<file path="config.mk">
export PLATFORM = sky130hd
export DESIGN_NAME = apb_param_regbank
export DESIGN_NICKNAME = d
export VERILOG_FILES = /design/src/rtl/apb_param_regbank_pkg.sv /design/src/rtl/apb_param_regbank_wait_ctr.sv /design/src/rtl/apb_param_regbank.sv
export SDC_FILE = /design/constraint.sdc
export NUM_CORES = 1
export LEC_CHECK = 0
export ABC_AREA = 1
export BUFFER_PORTS_ARGS = -buffer_cell sky130_fd_sc_hd__buf_2
export CORE_ASPECT_RATIO = 1.5
export CORE_MARGIN = 2
export CORE_UTILIZATION = 55
export DETAILED_ROUTE_END_ITERATION = 8
export HOLD_SLACK_MARGIN = 0.02
export PLACE_DENSITY = 0.81
export SYNTH_ARGS = -nofsm -noshare
export SYNTH_HDL_FRONTEND = slang
export SYNTH_SLANG_ARGS = --single-unit
</file>
<file path="constraint.sdc">
create_clock -name pclk -period 4.9 [get_ports pclk]
set_input_delay 0.245 -clock pclk [delete_from_list [all_inputs] [get_ports pclk]]
set_output_delay 0.245 -clock pclk [all_outputs]
set_load 0.03 [all_outputs]
</file>
<file path="src/rtl/apb_param_regbank_pkg.sv">
// Shared types and constants for the parametrised APB register bank.
package apb_regbank_pkg;

   // Transfer sequencing states
   typedef enum logic [1:0] {
      IDLE   = 2'd0,
      SETUP  = 2'd1,
      ACCESS = 2'd2
   } apb_state_e;

   // Address map offsets (byte addresses, word aligned)
   localparam int CTRL_OFS = 0;
   localparam int REG_BASE = 4;

   // Width of the wait-state down-counter
   localparam int WAIT_CNT_W = 4;

   // Decoded error causes for a latched request
   localparam logic [2:0] ERR_NONE     = 3'd0;
   localparam logic [2:0] ERR_MISALIGN = 3'd1;
   localparam logic [2:0] ERR_RANGE    = 3'd2;
   localparam logic [2:0] ERR_RO_WRITE = 3'd3;
   localparam logic [2:0] ERR_NO_STRB  = 3'd4;

   // STATUS sits directly after the last data register
   function automatic int status_ofs(input int num_regs);
      return REG_BASE * (num_regs + 1);
   endfunction

endpackage

</file>
<file path="src/rtl/apb_param_regbank_wait_ctr.sv">
// Loadable 4-bit down-counter that paces the ACCESS phase of a transfer.
module apb_wait_ctr
   import apb_regbank_pkg::*;
(
   input  logic                  clk,
   input  logic                  rst_n,
   input  logic                  load,
   input  logic                  dec,
   input  logic [WAIT_CNT_W-1:0] load_val,
   output logic                  zero
);

   logic [WAIT_CNT_W-1:0] cnt_d;
   logic [WAIT_CNT_W-1:0] cnt_q;

   // Load has priority; decrement stops at zero
   always_comb begin
      cnt_d = cnt_q;
      if (load) begin
         cnt_d = load_val;
      end else if (dec && (cnt_q != '0)) begin
         cnt_d = cnt_q - 1'b1;
      end
   end

   // Counter register
   always_ff @(posedge clk or negedge rst_n) begin
      if (!rst_n) begin
         cnt_q <= '0;
      end else begin
         cnt_q <= cnt_d;
      end
   end

   assign zero = (cnt_q == '0);

endmodule

</file>
<file path="src/rtl/apb_param_regbank.sv">
// Parametrised APB4 slave register bank: CTRL, NUM_REGS data registers and a
// read-only STATUS word, with byte strobes, wait states and error responses.
module apb_param_regbank
   import apb_regbank_pkg::*;
#(
   parameter int                         ADDR_W      = 32,
   parameter int                         DATA_W      = 32,
   parameter int                         NUM_REGS    = 4,
   parameter int                         WAIT_STATES = 0,
   parameter logic [NUM_REGS*DATA_W-1:0] RESET_VALS  = '0
) (
   input  logic                       pclk,
   input  logic                       presetn,
   input  logic [ADDR_W-1:0]          paddr,
   input  logic                       psel,
   input  logic                       penable,
   input  logic                       pwrite,
   input  logic [DATA_W-1:0]          pwdata,
   input  logic [DATA_W/8-1:0]        pstrb,
   output logic [DATA_W-1:0]          prdata,
   output logic                       pready,
   output logic                       pslverr,
   output logic [NUM_REGS-1:0]        cntrl_o,
   output logic [NUM_REGS*DATA_W-1:0] regs_o
);

   localparam int STRB_W     = DATA_W / 8;
   localparam int STATUS_OFS = status_ofs(NUM_REGS);

   // Byte-lane merge of new write data over the current register value
   function automatic logic [DATA_W-1:0] strb_merge(input logic [DATA_W-1:0] old_v,
                                                    input logic [DATA_W-1:0] new_v,
                                                    input logic [STRB_W-1:0] strb);
      logic [DATA_W-1:0] res;
      res = old_v;
      for (int b = 0; b < STRB_W; b++) begin
         if (strb[b]) begin
            res[b*8 +: 8] = new_v[b*8 +: 8];
         end
      end
      return res;
   endfunction

   // Saturating 8-bit increment for the error counter
   function automatic logic [7:0] sat_inc8(input logic [7:0] v);
      return (v == 8'hFF) ? v : v + 8'd1;
   endfunction

   apb_state_e state_d, state_q;

   logic [ADDR_W-1:0] addr_d, addr_q;
   logic              wr_d, wr_q;
   logic [DATA_W-1:0] wdata_d, wdata_q;
   logic [STRB_W-1:0] strb_d, strb_q;

   logic [NUM_REGS-1:0] ctrl_d, ctrl_q;
   logic [7:0]          err_cnt_d, err_cnt_q;
   logic [7:0]          wr_cnt_d, wr_cnt_q;
   logic [DATA_W-1:0]   prdata_d, prdata_q;
   logic                pready_d, pready_q;
   logic                pslverr_d, pslverr_q;

   logic                capture;
   logic                ctr_load;
   logic                ctr_dec;
   logic                ctr_zero;
   logic                done;
   logic                wr_commit;
   logic [2:0]          err_code;
   logic                is_ctrl;
   logic                is_status;
   logic [NUM_REGS-1:0] reg_sel;
   logic [DATA_W-1:0]   rd_val;
   logic [DATA_W-1:0]   reg_rd [NUM_REGS];

   apb_wait_ctr u_wait_ctr (
      .clk      (pclk),
      .rst_n    (presetn),
      .load     (ctr_load),
      .dec      (ctr_dec),
      .load_val (WAIT_CNT_W'(WAIT_STATES)),
      .zero     (ctr_zero)
   );

   // Next-state logic. The request is latched on leaving IDLE; SETUP covers the
   // first penable cycle, so with no wait states the transfer completes at the
   // end of it and pready shows in the second penable cycle.
   always_comb begin
      state_d  = state_q;
      capture  = 1'b0;
      ctr_load = 1'b0;
      ctr_dec  = 1'b0;
      done     = 1'b0;
      case (state_q)
         IDLE: begin
            if (psel && !penable) begin
               capture  = 1'b1;
               ctr_load = 1'b1;
               state_d  = SETUP;
            end
         end
         SETUP, ACCESS: begin
            if (!psel) begin
               state_d = IDLE;
            end else if (penable) begin
               if (ctr_zero) begin
                  done    = 1'b1;
                  state_d = IDLE;
               end else begin
                  ctr_dec = 1'b1;
                  state_d = ACCESS;
               end
            end
         end
         default: state_d = IDLE;
      endcase
   end

   // State register
   always_ff @(posedge pclk or negedge presetn) begin
      if (!presetn) begin
         state_q <= IDLE;
      end else begin
         state_q <= state_d;
      end
   end

   // Request holding registers: later bus changes within a transfer are ignored
   always_comb begin
      addr_d  = addr_q;
      wr_d    = wr_q;
      wdata_d = wdata_q;
      strb_d  = strb_q;
      if (capture) begin
         addr_d  = paddr;
         wr_d    = pwrite;
         wdata_d = pwdata;
         strb_d  = pstrb;
      end
   end

   // Request holding flops (data only, never read before a capture)
   always_ff @(posedge pclk) begin
      addr_q  <= addr_d;
      wr_q    <= wr_d;
      wdata_q <= wdata_d;
      strb_q  <= strb_d;
   end

   // Address decode and error classification of the latched request
   always_comb begin
      is_ctrl   = (addr_q == ADDR_W'(CTRL_OFS));
      is_status = (addr_q == ADDR_W'(STATUS_OFS));
      for (int i = 0; i < NUM_REGS; i++) begin
         reg_sel[i] = (addr_q == ADDR_W'(REG_BASE + 4 * i));
      end
      err_code = ERR_NONE;
      if (addr_q[1:0] != 2'b00) begin
         err_code = ERR_MISALIGN;
      end else if (addr_q > ADDR_W'(STATUS_OFS)) begin
         err_code = ERR_RANGE;
      end else if (wr_q && is_status) begin
         err_code = ERR_RO_WRITE;
      end else if (wr_q && (strb_q == '0)) begin
         err_code = ERR_NO_STRB;
      end
   end

   // Read mux; CTRL and STATUS are zero-extended to the bus width
   always_comb begin
      rd_val = '0;
      if (is_ctrl) begin
         rd_val = DATA_W'(ctrl_q);
      end else if (is_status) begin
         rd_val = DATA_W'({wr_cnt_q, err_cnt_q});
      end
      for (int i = 0; i < NUM_REGS; i++) begin
         if (reg_sel[i]) begin
            rd_val = reg_rd[i];
         end
      end
   end

   // Completion: response, counters and CTRL update on the final access edge
   always_comb begin
      pready_d  = 1'b0;
      pslverr_d = 1'b0;
      prdata_d  = '0;
      err_cnt_d = err_cnt_q;
      wr_cnt_d  = wr_cnt_q;
      ctrl_d    = ctrl_q;
      wr_commit = 1'b0;
      if (done) begin
         pready_d = 1'b1;
         if (err_code != ERR_NONE) begin
            pslverr_d = 1'b1;
            err_cnt_d = sat_inc8(err_cnt_q);
         end else if (wr_q) begin
            wr_commit = 1'b1;
            wr_cnt_d  = wr_cnt_q + 8'd1;
            if (is_ctrl && strb_q[0]) begin
               ctrl_d = NUM_REGS'(wdata_q);
            end
         end else begin
            prdata_d = rd_val;
         end
      end
   end

   // Response, counter and CTRL registers
   always_ff @(posedge pclk or negedge presetn) begin
      if (!presetn) begin
         pready_q  <= 1'b0;
         pslverr_q <= 1'b0;
         prdata_q  <= '0;
         err_cnt_q <= '0;
         wr_cnt_q  <= '0;
         ctrl_q    <= '0;
      end else begin
         pready_q  <= pready_d;
         pslverr_q <= pslverr_d;
         prdata_q  <= prdata_d;
         err_cnt_q <= err_cnt_d;
         wr_cnt_q  <= wr_cnt_d;
         ctrl_q    <= ctrl_d;
      end
   end

   for (genvar gi = 0; gi < NUM_REGS; gi++) begin : g_reg
      logic [DATA_W-1:0] reg_d;
      logic [DATA_W-1:0] reg_q;

      // Strobed write into this register when it is the committed target
      always_comb begin
         reg_d = reg_q;
         if (wr_commit && reg_sel[gi]) begin
            reg_d = strb_merge(reg_q, wdata_q, strb_q);
         end
      end

      // Data register with its own reset value
      always_ff @(posedge pclk or negedge presetn) begin
         if (!presetn) begin
            reg_q <= RESET_VALS[gi*DATA_W +: DATA_W];
         end else begin
            reg_q <= reg_d;
         end
      end

      assign reg_rd[gi]                  = reg_q;
      assign regs_o[gi*DATA_W +: DATA_W] = reg_q;
   end

   assign prdata  = prdata_q;
   assign pready  = pready_q;
   assign pslverr = pslverr_q;
   assign cntrl_o = ctrl_q;

endmodule
</file>
==> flow_metrics.py <==
metrics = {
    "outcome": {
        "status": "finished, final reports clean",
    },
    "synth": {
        "syn-cell-area_um2": 12110,
        "ys_ff_latch": 257,
        "synth_cell_types": 29,
        "syn_nets": 1417,
        "syn_inst": 1339,
        "yosysWarnings": 0,
        "yosysSeqAreaShare_pct": 55.96,
        "syn_avg_cell_area_um2": 9.044,
    },
    "detailed_routing": {
        "vias": 10910,
        "drc": 0,
        "drtAntennaViolNets": 0,
        "wl_um": 37240,
        "vias_per_cell": 5.741,
        "wl_per_cell_um": 19.60,
        "drt_iter0_drc": 1012,
        "dr.pass1.iters": 5,
    },
    "die": {
        "coreArea_um2": 21640,
        "start_util_pct": 55.97,
        "dieHeight_um": 185.7,
        "dieWidth_um": 125.2,
        "die_area_um2": 23250,
        "pin_count": 239,
        "rows": 66,
    },
    "sta": {
        "setup_tns_ns": 0,
        "whs_ns": 0.1238,
        "period_minus_slack_ns": 3.675,
        "setup_violations": 0,
        "rsz0062_at_grt": "false",
        "fmax_ghz": 0.2721,
        "final_max_slew_viol_count": 0,
        "slew_headroom_pct": 25.64,
        "hold_viol": 0,
        "clock_skew_ns": 0.01151,
        "min_period_over_period_pct": 74.99,
        "worst_pin_slew_ns": 1.114,
    },
    "global_route": {
        "grt_pass1_wl_um": 58420,
        "grtUsageTotal_pct": 31.71,
        "antenna_found_initial": 1,
        "grt_max_degree": 96,
        "grt_overflow": 0,
        "grt_pass1_vias": 10930,
    },
    "worst_setup_path": {
        "crit_path_top_delay_cell": "nor2_4",
        "cp_data_arrival_time_ns": 4.13,
        "crit_path_start_kind": "flop",
        "cpMostUsedCell": "nand2_1",
        "critPathKind": "flop to flop",
        "path_cells": "nor2_1, nand2_1, nor3_4, nand2_1, nor2_4, buf_4, inv_2, nor2_4, nand3_1, nand2_1",
        "cp-end-kind": "flop",
        "critical_path.max_stage_delay_ns": 0.86,
        "cp.required_ns": 5.36,
        "crit_path_max_fanout": 49,
    },
    "final_layout": {
        "synthToLayoutAreaGrowth_pct": 23.02,
        "design_area_um2": 14900,
        "layout-drive-gt1-share_pct": 18.87,
        "fin_cells": 1900,
        "nets": 1687,
        "final_util_pct": 68.86,
    },
    "clock_tree": {
        "clock_sink_count": 257,
        "cts_tree": "done",
        "clockRootBuffer": "clkbuf_16",
        "cts.path.max_buffers": 3,
        "cts_buffers": 25,
        "h-tree-depth": 1,
        "cts_setup_buffers": 0,
        "clk_pin_slew_ns": 0.06,
        "clock_latency_ns": 0.53,
    },
    "power": {
        "ir_drop_mv": 0.3460,
        "cellPowerDensity_nw_per_um2": 315.9,
        "power_leakage_uw": 0.006807,
    },
    "placement": {
        "portBuffers": 238,
        "place_hpwl_um": 22820,
        "placed_area_um2": 13430,
        "dp_cells": 1784,
        "routabilityCongestion": 0.8921,
    },
    "run": {
        "cap_viol_max_count": 0,
    },
    "worst_hold_path": {
        "hold_path.class": "input pin to flop",
    },
}
kinds of logic after synthesis:
logic type | share of synthesized area [%]
flip-flops | 55.96
AO/OA/AOI/OAI | 14.10
AND/OR/NAND/NOR | 20.19
buffers and inverters | 8.513
XOR/XNOR | 0.7232
adder cells (fa/ha/maj) | 0.5166
cell usage in the layout (no fill, tap or decap), drive strengths merged:
cell / instances
a21oi: 80
buf: 254
clkbuf: 39
clkinv: 6
dfrtp: 188
diode: 1
dlygate4sd3: 70
edfxtp: 69
ha: 5
inv: 174
nand2: 297
nand3: 179
nand4: 18
nor2: 50
nor3: 5
nor3b: 1
nor4: 3
o211ai: 16
o21ai: 13
o21bai: 147
o22ai: 3
xnor2: 5
xor2: 5
critical path, delay by kind of cell, from the launching register on:
family / cells / cell delay (ns)
and+or+nand+nor: 8 / 2.52
buffers and inverters: 2 / 0.63
DFF: 1 / 0.43
synthesized netlist by cell type:
cell type,n,area (µm²)
clkbuf_1,45,168.9
buf_4,14,105.1
nand2_2,1,6.260
o22ai_1,3,18.77
inv_2,4,15.01
o21ai_0,13,65.06
nand3_4,1,17.52
xnor2_1,5,43.79
nand3_1,178,890.9
o211ai_1,16,120.1
buf_1,6,22.52
nor2_1,42,157.7
o21bai_1,147,1104
nor3b_1,1,7.510
nand4_2,1,12.51
ha_1,5,62.56
nand4_1,17,106.4
nand2_1,296,1111
nor2_2,2,12.51
dfrtp_1,188,4705
nor3_1,4,20.02
a21oi_1,80,400.4
nor3_4,1,16.27
xor2_1,5,43.79
inv_1,169,634.4
nor2_4,6,67.56
buf_2,17,85.08
edfxtp_1,69,2072
nor4_1,3,18.77
where the power goes:
part	leakage [µW]	total [µW]	internal, µW	switching [µW]
sequential	0.00259	2440	2340	99.7
clock	0.000374	1850	1020	827
combinational	0.00384	422	132	290
total	0.00681	4710	3490	1220
final timing paths:
kind | from | end | cells after the start | slack [ns]
max | addr_q[7] | g_reg[2].reg_q[28] | 10 | 1.23
min | psel | state_q[1] | 5 | 0.12
max reg2reg | addr_q[7] | g_reg[2].reg_q[28] | 10 | 1.23
min reg2reg | u_wait_ctr.cnt_q[3] | u_wait_ctr.cnt_q[3] | 1 | 0.49
max in group asynchronous | presetn | g_reg[0].reg_q[8] | 3 | 3.52
min in group asynchronous | presetn | u_wait_ctr.cnt_q[0] | 2 | 0.33
metrics by stage:
step / power [µW] / setup slack (ns)
after global routing: 4865 / 0.9407
after CTS: 4700 / 1.240
after global placement: 2819 / 1.426
final: 4706 / 1.225
after floorplan: 2675 / 0.5362
after detailed placement: 2838 / 1.307
cell type report:
type | instances | area, µm²
Multi-Input combinational cell | 827 | 4328
Clock inverter | 7 | 35.03
Timing Repair Buffer | 325 | 2041
Clock buffer | 38 | 725.7
Inverter | 173 | 649.4
Tap cell | 272 | 340.3
Antenna cell | 1 | 2.502
Fill cell | 1654 | 6738
Sequential cell | 257 | 6777
timing repair:
item / 4_1_cts / 5_1_grt
resized for setup: 0 / 0
endpoints found under the hold margin: 162 / 0
hold buffers: 70 / 0
setup endpoints to repair: 0 / 0
state kept, by name, summed over array words and instances (netlist names), 4 cells and up:
| signal | count |
|---|---|
| addr_q | 32 |
| cntrl_o | 4 |
| err_cnt_q | 8 |
| g.reg_q | 128 |
| prdata | 32 |
| strb_q | 4 |
| u_wait_ctr.cnt_q | 4 |
| wdata_q | 32 |
| wr_cnt_q | 8 |
layer usage:
layer  wire length [µm]  vias up  global-route usage, %  part of all wire [%]
met5                  0        -                      0                     0
li1                   -     4949                      -                     -
met1              13500     5220                  37.69                    36
met3               2634      140                  4.455                   7.1
met2              19050      599                  55.70                    51
met4               2062        0                  17.47                   5.5
No activity file was read; power rests on OpenSTA's default activity.
